### config.mk
export PLATFORM = sky130hd
export DESIGN_NAME = disp_sched
export DESIGN_NICKNAME = d
export VERILOG_FILES = /design/src/rtl/disp_sched.sv
export SDC_FILE = /design/constraint.sdc
export NUM_CORES = 1
export LEC_CHECK = 0
export BUFFER_PORTS_ARGS = -buffer_cell sky130_fd_sc_hd__clkbuf_2
export CORE_ASPECT_RATIO = 1.25
export CORE_MARGIN = 2
export CORE_UTILIZATION = 30
export DETAILED_ROUTE_END_ITERATION = 8
export GPL_TIMING_DRIVEN = 0
export PLACE_DENSITY_LB_ADDON = 0.05
export SLEW_MARGIN = 20
export SYNTH_ARGS = -nofsm -noshare
export SYNTH_HDL_FRONTEND = slang
export SYNTH_SLANG_ARGS = --single-unit
### constraint.sdc
create_clock -name clk -period 7 [get_ports clk]
set_input_delay 0.35 -clock clk [delete_from_list [all_inputs] [get_ports clk]]
set_output_delay 0.35 -clock clk [all_outputs]
set_load 0.05 [all_outputs]
### src/rtl/disp_sched.sv
// Round-robin display arbiter: three sources share one six-digit LED display,
// with a time slice for preemption and an optional per-source blink mask.
//
// state | meaning
// IDLE  | no owner; display blank, grant all-zero
// GRANT | own_q holds the display; cnt_q counts slice cycles (saturating)
module disp_sched #(
    parameter int SLICE      = 50000000,
    parameter int BLINK_HALF = 25000000
) (
    input  logic        clk,
    input  logic        rst,
    input  logic [2:0]  i_req,
    input  logic [41:0] i_seg0,
    input  logic [41:0] i_seg1,
    input  logic [41:0] i_seg2,
    input  logic [5:0]  i_dp0,
    input  logic [5:0]  i_dp1,
    input  logic [5:0]  i_dp2,
    input  logic [2:0]  i_blink,
    output logic [2:0]  o_gnt,
    output logic [41:0] o_six_digit_seg,
    output logic [5:0]  o_six_dp,
    output logic        o_busy
);

    localparam int CW = (SLICE > 1) ? $clog2(SLICE) : 1;
    localparam int BW = (BLINK_HALF > 1) ? $clog2(BLINK_HALF) : 1;
    localparam logic [CW-1:0] CNT_MAX   = CW'(SLICE - 1);
    localparam logic [BW-1:0] BLINK_MAX = BW'(BLINK_HALF - 1);

    typedef enum logic {IDLE = 1'b0, GRANT = 1'b1} state_t;

    state_t        state_q, state_d;
    logic [1:0]    own_q, own_d;
    logic [1:0]    last_q, last_d;
    logic [CW-1:0] cnt_q, cnt_d;
    logic [BW-1:0] bcnt_q, bcnt_d;
    logic          phase_q, phase_d;
    logic [2:0]    gnt_q, gnt_d;
    logic [41:0]   seg_q, seg_d;
    logic [5:0]    dp_q, dp_d;
    logic          busy_q;
    logic          new_grant;
    logic [2:0]    others;

    function automatic logic [1:0] inc3(input logic [1:0] x);
        return (x == 2'd2) ? 2'd0 : x + 2'd1;
    endfunction

    function automatic logic [2:0] onehot(input logic [1:0] x);
        case (x)
            2'd0:    return 3'b001;
            2'd1:    return 3'b010;
            2'd2:    return 3'b100;
            default: return 3'b000;
        endcase
    endfunction

    // First set bit of req scanning first, first+1, first+2 (mod 3).
    function automatic logic [1:0] rr_pick(input logic [2:0] req, input logic [1:0] first);
        logic [1:0] c1;
        logic [1:0] c2;
        c1 = inc3(first);
        c2 = inc3(c1);
        if (|(req & onehot(first))) return first;
        else if (|(req & onehot(c1))) return c1;
        else return c2;
    endfunction

    always_comb begin
        state_d   = state_q;
        own_d     = own_q;
        last_d    = last_q;
        cnt_d     = cnt_q;
        new_grant = 1'b0;
        others    = i_req & ~onehot(own_q);

        case (state_q)
            IDLE: begin
                if (|i_req) begin
                    own_d     = rr_pick(i_req, inc3(last_q));
                    state_d   = GRANT;
                    new_grant = 1'b1;
                end
            end
            GRANT: begin
                if (!(|(i_req & onehot(own_q)))) begin
                    if (|others) begin
                        own_d     = rr_pick(others, inc3(own_q));
                        new_grant = 1'b1;
                    end else begin
                        state_d = IDLE;
                    end
                end else if (cnt_q == CNT_MAX && |others) begin
                    own_d     = rr_pick(others, inc3(own_q));
                    new_grant = 1'b1;
                end else if (cnt_q != CNT_MAX) begin
                    cnt_d = cnt_q + CW'(1);
                end
            end
            default: state_d = IDLE;
        endcase

        if (new_grant) begin
            last_d = own_d;
            cnt_d  = '0;
        end

        bcnt_d  = (bcnt_q == BLINK_MAX) ? '0 : bcnt_q + BW'(1);
        phase_d = (bcnt_q == BLINK_MAX) ? ~phase_q : phase_q;

        gnt_d = '0;
        seg_d = '0;
        dp_d  = '0;
        if (state_d == GRANT) begin
            gnt_d = onehot(own_d);
            // Mask uses the phase the outputs will be shown with.
            if (!(|(i_blink & gnt_d) && phase_d)) begin
                case (own_d)
                    2'd0:    begin seg_d = i_seg0; dp_d = i_dp0; end
                    2'd1:    begin seg_d = i_seg1; dp_d = i_dp1; end
                    default: begin seg_d = i_seg2; dp_d = i_dp2; end
                endcase
            end
        end
    end

    always_ff @(posedge clk) begin
        if (rst) begin
            state_q <= IDLE;
            own_q   <= 2'd0;
            last_q  <= 2'd2;
            cnt_q   <= '0;
            bcnt_q  <= '0;
            phase_q <= 1'b0;
            gnt_q   <= '0;
            seg_q   <= '0;
            dp_q    <= '0;
            busy_q  <= 1'b0;
        end else begin
            state_q <= state_d;
            own_q   <= own_d;
            last_q  <= last_d;
            cnt_q   <= cnt_d;
            bcnt_q  <= bcnt_d;
            phase_q <= phase_d;
            gnt_q   <= gnt_d;
            seg_q   <= seg_d;
            dp_q    <= dp_d;
            busy_q  <= |gnt_d;
        end
    end

    assign o_gnt           = gnt_q;
    assign o_six_digit_seg = seg_q;
    assign o_six_dp        = dp_q;
    assign o_busy          = busy_q;

endmodule

==> impl_summary.txt, run 1 <==
----------------------------------------------------
[Outcome]
  Status ... finished, final reports clean

[Yosys]
  Synthesized cell area ... 5070 µm²
  Area fraction of the dominant cell type after synthesis ... 43.0%
  Async SR Flop Fraction ... 0%
  Net count after synthesis ... 702
  Count of different cell masters after synthesis ... 52
  Number of instances in the synthesized netlist ... 548
  Number of register bits inferred by synthesis ... 109
  Share of synthesized area occupied by flip-flops and latches ... 43.0%
  Top post-synthesis cells by area ... dfxtp_1 43%, mux2i_1 10%, nor2_1 8.4%
  Number of enable flip-flop cells after synthesis ... 0
  Yosys top cell by area ... dfxtp_1
  Dominant register cell in the synthesized netlist ... dfxtp_1
  Synthesis warning total ... 0
  Mean Syn Cell Area ... 9.26 µm²

[CTS]
  Reg clk slew, reported paths ... 0.07 ns
  Post-CTS resize count ... 0
  CTS tree ... yes
  Clock sink total ... 109
  Cell at the root of the clock tree ... clkbuf_16
  Number of buffers inserted for hold repair after clock tree synthesis ... 0
  Later-pin clock latency in the skew report ... 0.35 ns
  Setup repair bufs after CTS ... 0
  Maximum buffer depth of the clock tree ... 2
  Num CTS Buffers ... 9
  Number of levels the H-tree was split into ... 3

[Cells and area]
  Design area ... 6630 µm²
  Fraction of layout cells with a size suffix above 1 ... 34.3%
  Count of inserted antenna diode cells ... 0
  Number of nets in the layout ... 916
  Synthesis-to-finish area growth ... 30.7%

[Floorplanning]
  Initial Utilization ... 30.4%
  Area inside the core boundary ... 16700 µm²
  Die Outline Area ... 18000 µm²
  Number of top-level design ports ... 204
  Y dimension of the die ... 149 µm
  Row Count ... 53
  Die span in x ... 120 µm

[Drt]
  Total via count after detailed routing ... 4568
  Residual antenna-violating net count after detailed routing ... 0
  Pre-Repair DR Iteration Count ... 4
  Routed length per instance ... 14.5 µm
  Vias per inst ... 4.63
  Total DRC errors in the routed layout ... 0
  Drt initial violations ... 146
  Wire length reported by the detailed router ... 14300 µm

[Placement]
  Post-Place Setup Slack ... 3.87 ns
  Count of buffers from port buffering ... 203
  Post-placement cell area ... 6360 µm²
  Total half-perimeter wirelength after legalization and detailed placement ... 11400 µm
  Placer's final routability congestion estimate ... 0.809

[Setup path]
  Crit-path max cell delay ... 0.59 ns
  CP max-delay cell ... clkbuf_1
  Data required time of the worst path ... 7.20 ns
  Worst setup startpoint ... cnt_q[3]$_SDFFE_PP0P_
  Data arrival at the endpoint of the critical path ... 3.24 ns
  Launching element type of the critical path ... flip-flop
  Maximum fanout count along the critical path ... 10
  Launch instance of the worst register-to-register path ... cnt_q[3]$_SDFFE_PP0P_
  Critical path cell sequence ... nand4_1 -> nor3b_1 -> a211oi_1 -> a211o_1 -> o21ai_2 -> clkbuf_1 -> a211oi_2
  Nature of the critical path endpoint ... flip-flop
  Critical Setup Path Class ... reg2reg

[Power]
  Pwr per Cell Area ... 233 nW/µm²
  Max IR drop VDD ... 0.128 mV
  Lkg Pwr ... 0.00305 µW

[GRT]
  Initial antenna violation count ... 0
  Number of global-route vias before repair ... 4591
  Global-route wire length before repair ... 22800 µm
  Overflow left after global routing ... 0
  Gr usage total ... 16.2%
  Largest net degree at the start of global routing ... 17

[Flow run]
  Max-cap check violation count ... 0

[STA]
  Setup tns final ... 0 ns
  Final worst path period need ... 3.03 ns
  Final Hold Slack ... 0.213 ns
  Final setup margin ... 3.97 ns
  Final count of hold timing violations ... 0
  RSZ-0062 raised after global routing ... false
  Final Skew ... 0.00551 ns
  Headroom to the max-slew limit ... 53.2%
  Final setup fails ... 0
  FMAX ... 330 MHz
  Max Slew Vio Count ... 0
  Pin slew with the least headroom to its limit ... 0.701 ns
  Share of the clock period used by the worst path ... 43.3%

[Worst hold path]
  Critical hold path startpoint ... rst
  Classification of the worst-slack hold path ... in2reg

----------------------------------------------------
==> final cells by class <==
type	instances	area (µm²)
buffer	33	159
tap	220	275
clock buffer	10	239
inverter	12	45.0
sequential	109	2180
multi-input combinational	394	2690
fill	1793	10100
clock inverter	5	27.5
timing repair buffer	203	1020
==> per-stage QoR <==
stage / util [%] / cells / power [µW]
2_1_floorplan: - / 548 / 965
3_5_place_dp: 38.1 / 971 / 1090
3_3_place_gp: 38.1 / 971 / 1090
5_1_grt: 39.7 / 986 / 1620
4_1_cts: 39.7 / 986 / 1570
6_report: 39.7 / 986 / 1540
==> synthesized netlist by cell type, drive strengths merged (5+ instances only) <==
| master | number |
|---|---|
| mux2i | 52 |
| or3 | 5 |
| a21oi | 6 |
| nor3 | 11 |
| o21ai | 10 |
| xnor2 | 22 |
| a211oi | 49 |
| xor2 | 22 |
| nor2 | 113 |
| nand3 | 19 |
| clkbuf | 16 |
| nand4 | 7 |
| dfxtp | 109 |
| and3 | 11 |
| nor4 | 5 |
| nand2 | 15 |
| inv | 12 |
| buf | 17 |
==> power by group <==
group	internal, µW	switching (µW)
registers	660	13.4
clock network	247	229
logic	127	268
total	1030	510
==> metal layers <==
metal | vias to the layer above | GRT usage [%] | wire [µm]
met1 | 2089 | 18.0 | 5770
li1 | 2348 | - | -
met2 | 121 | 28.5 | 7340
met3 | 10 | 5.43 | 1020
met5 | - | 0 | 0
met4 | 0 | 6.10 | 195
==> final timing paths <==
check,endpoint,slack [ns],cells after the start
max,o_six_digit_seg[32]$_SDFF_PP0_,3.97,7
min,state_q$_SDFF_PP0_,0.21,2
max reg2reg,o_six_digit_seg[32]$_SDFF_PP0_,3.97,7
min reg2reg,bcnt_q[0]$_SDFF_PP0_,0.48,1
==> critical path, delay by kind of cell, from the launching register on <==
family                 cells  cell delay, ns
AOI/OAI and AO/OA          4            1.00
buffers and inverters      1            0.59
and+or+nand+nor            2            0.88
DFF                        1            0.40
==> kinds of logic after synthesis <==
logic type | synth area share (%)
AOI/OAI and AO/OA | 14.3
xor gates and xnor gates | 7.60
adders and majority gates | 0.493
buffers and inverters | 4.02
DFF | 43.0
muxes | 10.7
and+or+nand+nor | 19.9
==> sequential cells by signal, summed over array words and instances, names as in the netlist <==
register,flops
bcnt_q,25
cnt_q,26
last_q,2
o_busy,1
o_gnt,3
o_six_digit_seg,42
o_six_dp,6
own_q,2
phase_q,1
state_q,1
==> cells in the final DEF, fill, tap and decap left out, drive strengths merged, types with 7 or more instances in the layout <==
master  Yosys  routed
o21ai      10      10
dfxtp     109     109
and3       11      11
nor2      113     113
clkbuf     16     229
mux2i      52      52
nand2      15      15
inv        12      12
xnor2      22      22
nor3       11      11
buf        17      17
a211oi     49      49
xor2       22      22
nand3      19      19
nand4       7       7
Note: power is estimated with default switching activity, not from simulation.
==> inputs of run 2 (changes only) <==
clock period = 2.72 ns   (was 7 ns; I/O delays follow)
==> run 2 against run 1 <==
  * The flow now finishes with violations (setup timing)
  * Highest routed layer unchanged
  * Design area is 6.7% higher
  * Largest cell class unchanged
  * Flip-flop and latch count stayed put
  * Maximum frequency up 9.1%
  * Power grew to 2.7 times the previous value
  * Critical path depth increased by 4
  * Combinational power increased to 2.9 times the previous value
  * First-iteration DRC count decreased by 14%
  * Critical path type unchanged
  * Die area did not move
  * Global-route usage rose by 0.41 points
  * Non-clock buffer count rose by 15
  * Sequential power rose to 2.6 times the previous value
==> impl_summary.txt, run 2 (same netlist as run 1, synthesis figures left out) <==
----------------------------------------------------
[Placement]
  Total half-perimeter wirelength after legalization and detailed placement ... 11400 µm
  Post-Place Setup Slack ... -0.410 ns
  Dpl cells ... 971
  Count of buffers from port buffering ... 203
  Placer's final routability congestion estimate ... 0.809

[Power]
  Sequential fraction of design power ... 42.2%
  Switching power of the nets ... 1360 µW
  Post-route total power ... 4120 µW
  Clock Power Share ... 30.0%
  Pwr per Cell Area ... 582 nW/µm²
  Share of total power consumed by net switching ... 33.0%
  Max IR drop VDD ... 0.337 mV
  Fraction of power consumed by combinational cells ... 27.8%
  Lkg Pwr ... 0.00326 µW
  Total internal power ... 2760 µW

[STA]
  Final Skew ... 0.00791 ns
  Final count of hold timing violations ... 0
  Final setup fails ... 31
  Headroom to the max-slew limit ... 63.4%
  Max Slew Vio Count ... 0
  Share of the clock period used by the worst path ... 102%
  Pin slew with the least headroom to its limit ... 0.545 ns
  Setup tns final ... -0.847 ns
  Final setup margin ... -0.0587 ns
  Final worst path period need ... 2.78 ns
  FMAX ... 360 MHz
  RSZ-0062 raised after global routing ... true

[Drt]
  Pre-Repair DR Iteration Count ... 4
  Residual antenna-violating net count after detailed routing ... 0
  Total DRC errors in the routed layout ... 0
  Routed length per instance ... 14.8 µm
  Vias per inst ... 4.66
  Total via count after detailed routing ... 4668
  Wire length reported by the detailed router ... 14800 µm
  Drt initial violations ... 126

[CTS]
  Clock sink total ... 109
  Num CTS Buffers ... 9
  Later-pin clock latency in the skew report ... 0.35 ns
  Number of levels the H-tree was split into ... 3
  CTS tree ... yes
  Maximum buffer depth of the clock tree ... 2
  Reg clk slew, reported paths ... 0.07 ns
  Cell at the root of the clock tree ... clkbuf_16

[GRT]
  Initial antenna violation count ... 0
  Largest net degree at the start of global routing ... 17
  Busiest metal layer after global routing ... met2
  Number of global-route vias before repair ... 4691
  Global-route wire length before repair ... 23400 µm
  Met2 Resource Use GR ... 29.5%
  Overflow left after global routing ... 0
  Grt met1 use ... 18.4%
  Global routing usage on met3 ... 5.43%
  Gr usage total ... 16.6%

[Setup path]
  Launching element type of the critical path ... flip-flop
  Data required time of the worst path ... 2.99 ns
  Data arrival at the endpoint of the critical path ... 3.05 ns
  Critical Setup Path Class ... reg2reg
  Nature of the critical path endpoint ... flip-flop
  Maximum fanout count along the critical path ... 5

[Floorplanning]
  Die span in x ... 120 µm
  Row Count ... 53
  Initial Utilization ... 30.4%
  Die Outline Area ... 18000 µm²
  Number of top-level design ports ... 204
  Area inside the core boundary ... 16700 µm²
  Y dimension of the die ... 149 µm

[Cells and area]
  Storage element area ... 2190 µm²
  Number of fill cells ... 1747
  Flip-flop count of the largest register after layout ... 42
  Synthesis-to-finish area growth ... 39.4%
  Commonest non-fill, non-tap cells in the layout ... 208 x clkbuf_2, 113 x nor2_1, 105 x dfxtp_1, 51 x mux2i_1, 30 x a211oi_2
  Final core area utilization ... 42.3%
  Final instance count without filler cells ... 1001
  Total area of multi-input combinational cells ... 2830 µm²
  Number of nets in the layout ... 931
  Fraction of layout cells with a size suffix above 1 ... 39.9%
  Most common cell after layout, fill and taps aside ... clkbuf_2
  Count of inserted antenna diode cells ... 0

[Outcome]
  Violated checks ... setup timing
  Status ... finished with violations

[Worst hold path]
  Classification of the worst-slack hold path ... in2reg

[Flow run]
  Max-cap check violation count ... 0

----------------------------------------------------
run 2: per-stage QoR:
step                      cell area (µm²)  hold slack, ns
final                                7070          0.0454
after CTS                            6950          0.0306
after floorplan                      5070           0.238
after global placement               6360           0.359
after detailed placement             6360           0.366
after global routing                 7070          0.0384
run 2: timing repair:
action                                  CTS  global route
cloned                                    2             0
gates resized for setup                  48            25
endpoints found under the setup margin   74            74
pin swaps                                 9             5
hold buffers                              1             0
hold endpoints to repair                  1             0
setup buffers                            11             4
run 2: power by group through the flow:
stage	logic, µW	clock network [µW]	registers (µW)
floorplan	392	0	2090
global placement	1030	0	1770
detailed placement	1030	0	1770
CTS	1130	1280	1730
global route	1220	1330	1750
finish	1140	1230	1740
run 2: worst paths after layout:
kind | depth (start not counted) | startpoint | slack [ns] | endpoint
worst min register to register | 1 | bcnt_q[0]$_SDFF_PP0_ | 0.48 | bcnt_q[0]$_SDFF_PP0_
worst max-delay path | 11 | cnt_q[24]$_SDFFE_PP0P_ | -0.06 | o_six_dp[2]$_SDFF_PP0_
worst min-delay path | 3 | i_seg2[2] | 0.05 | o_six_digit_seg[2]$_SDFF_PP0_
worst max register to register | 11 | cnt_q[24]$_SDFFE_PP0P_ | -0.06 | o_six_dp[2]$_SDFF_PP0_
run 2: area by class of cell:
class                           count  share of cell area [%]
Multi-Input combinational cell    394                    39.9
Sequential cell                   109                    30.9
Timing Repair Buffer              221                    17.2
Tap cell                          220                    3.89
Buffer                             30                    3.63
Clock buffer                       10                    3.38
Inverter                           12                   0.637
Clock inverter                      5                   0.389
run 2: worst max-delay path: stages, from the launching register on:
cell       delay, ns
dfxtp_2         0.33
or4b_4          0.55
nor4_4          0.27
buf_4           0.18
nand2_2         0.05
a211o_4         0.36
buf_4           0.15
o21ai_4         0.16
buf_6           0.15
bufbuf_16       0.25
nor2_1          0.05
a211oi_2        0.19
run 2: routing by layer:
metal / routed length [µm] / part of all wire [%]
met5: 0 / 0
met4: 193 / 1.3
met3: 1030 / 7.0
met2: 7550 / 51
met1: 6010 / 41
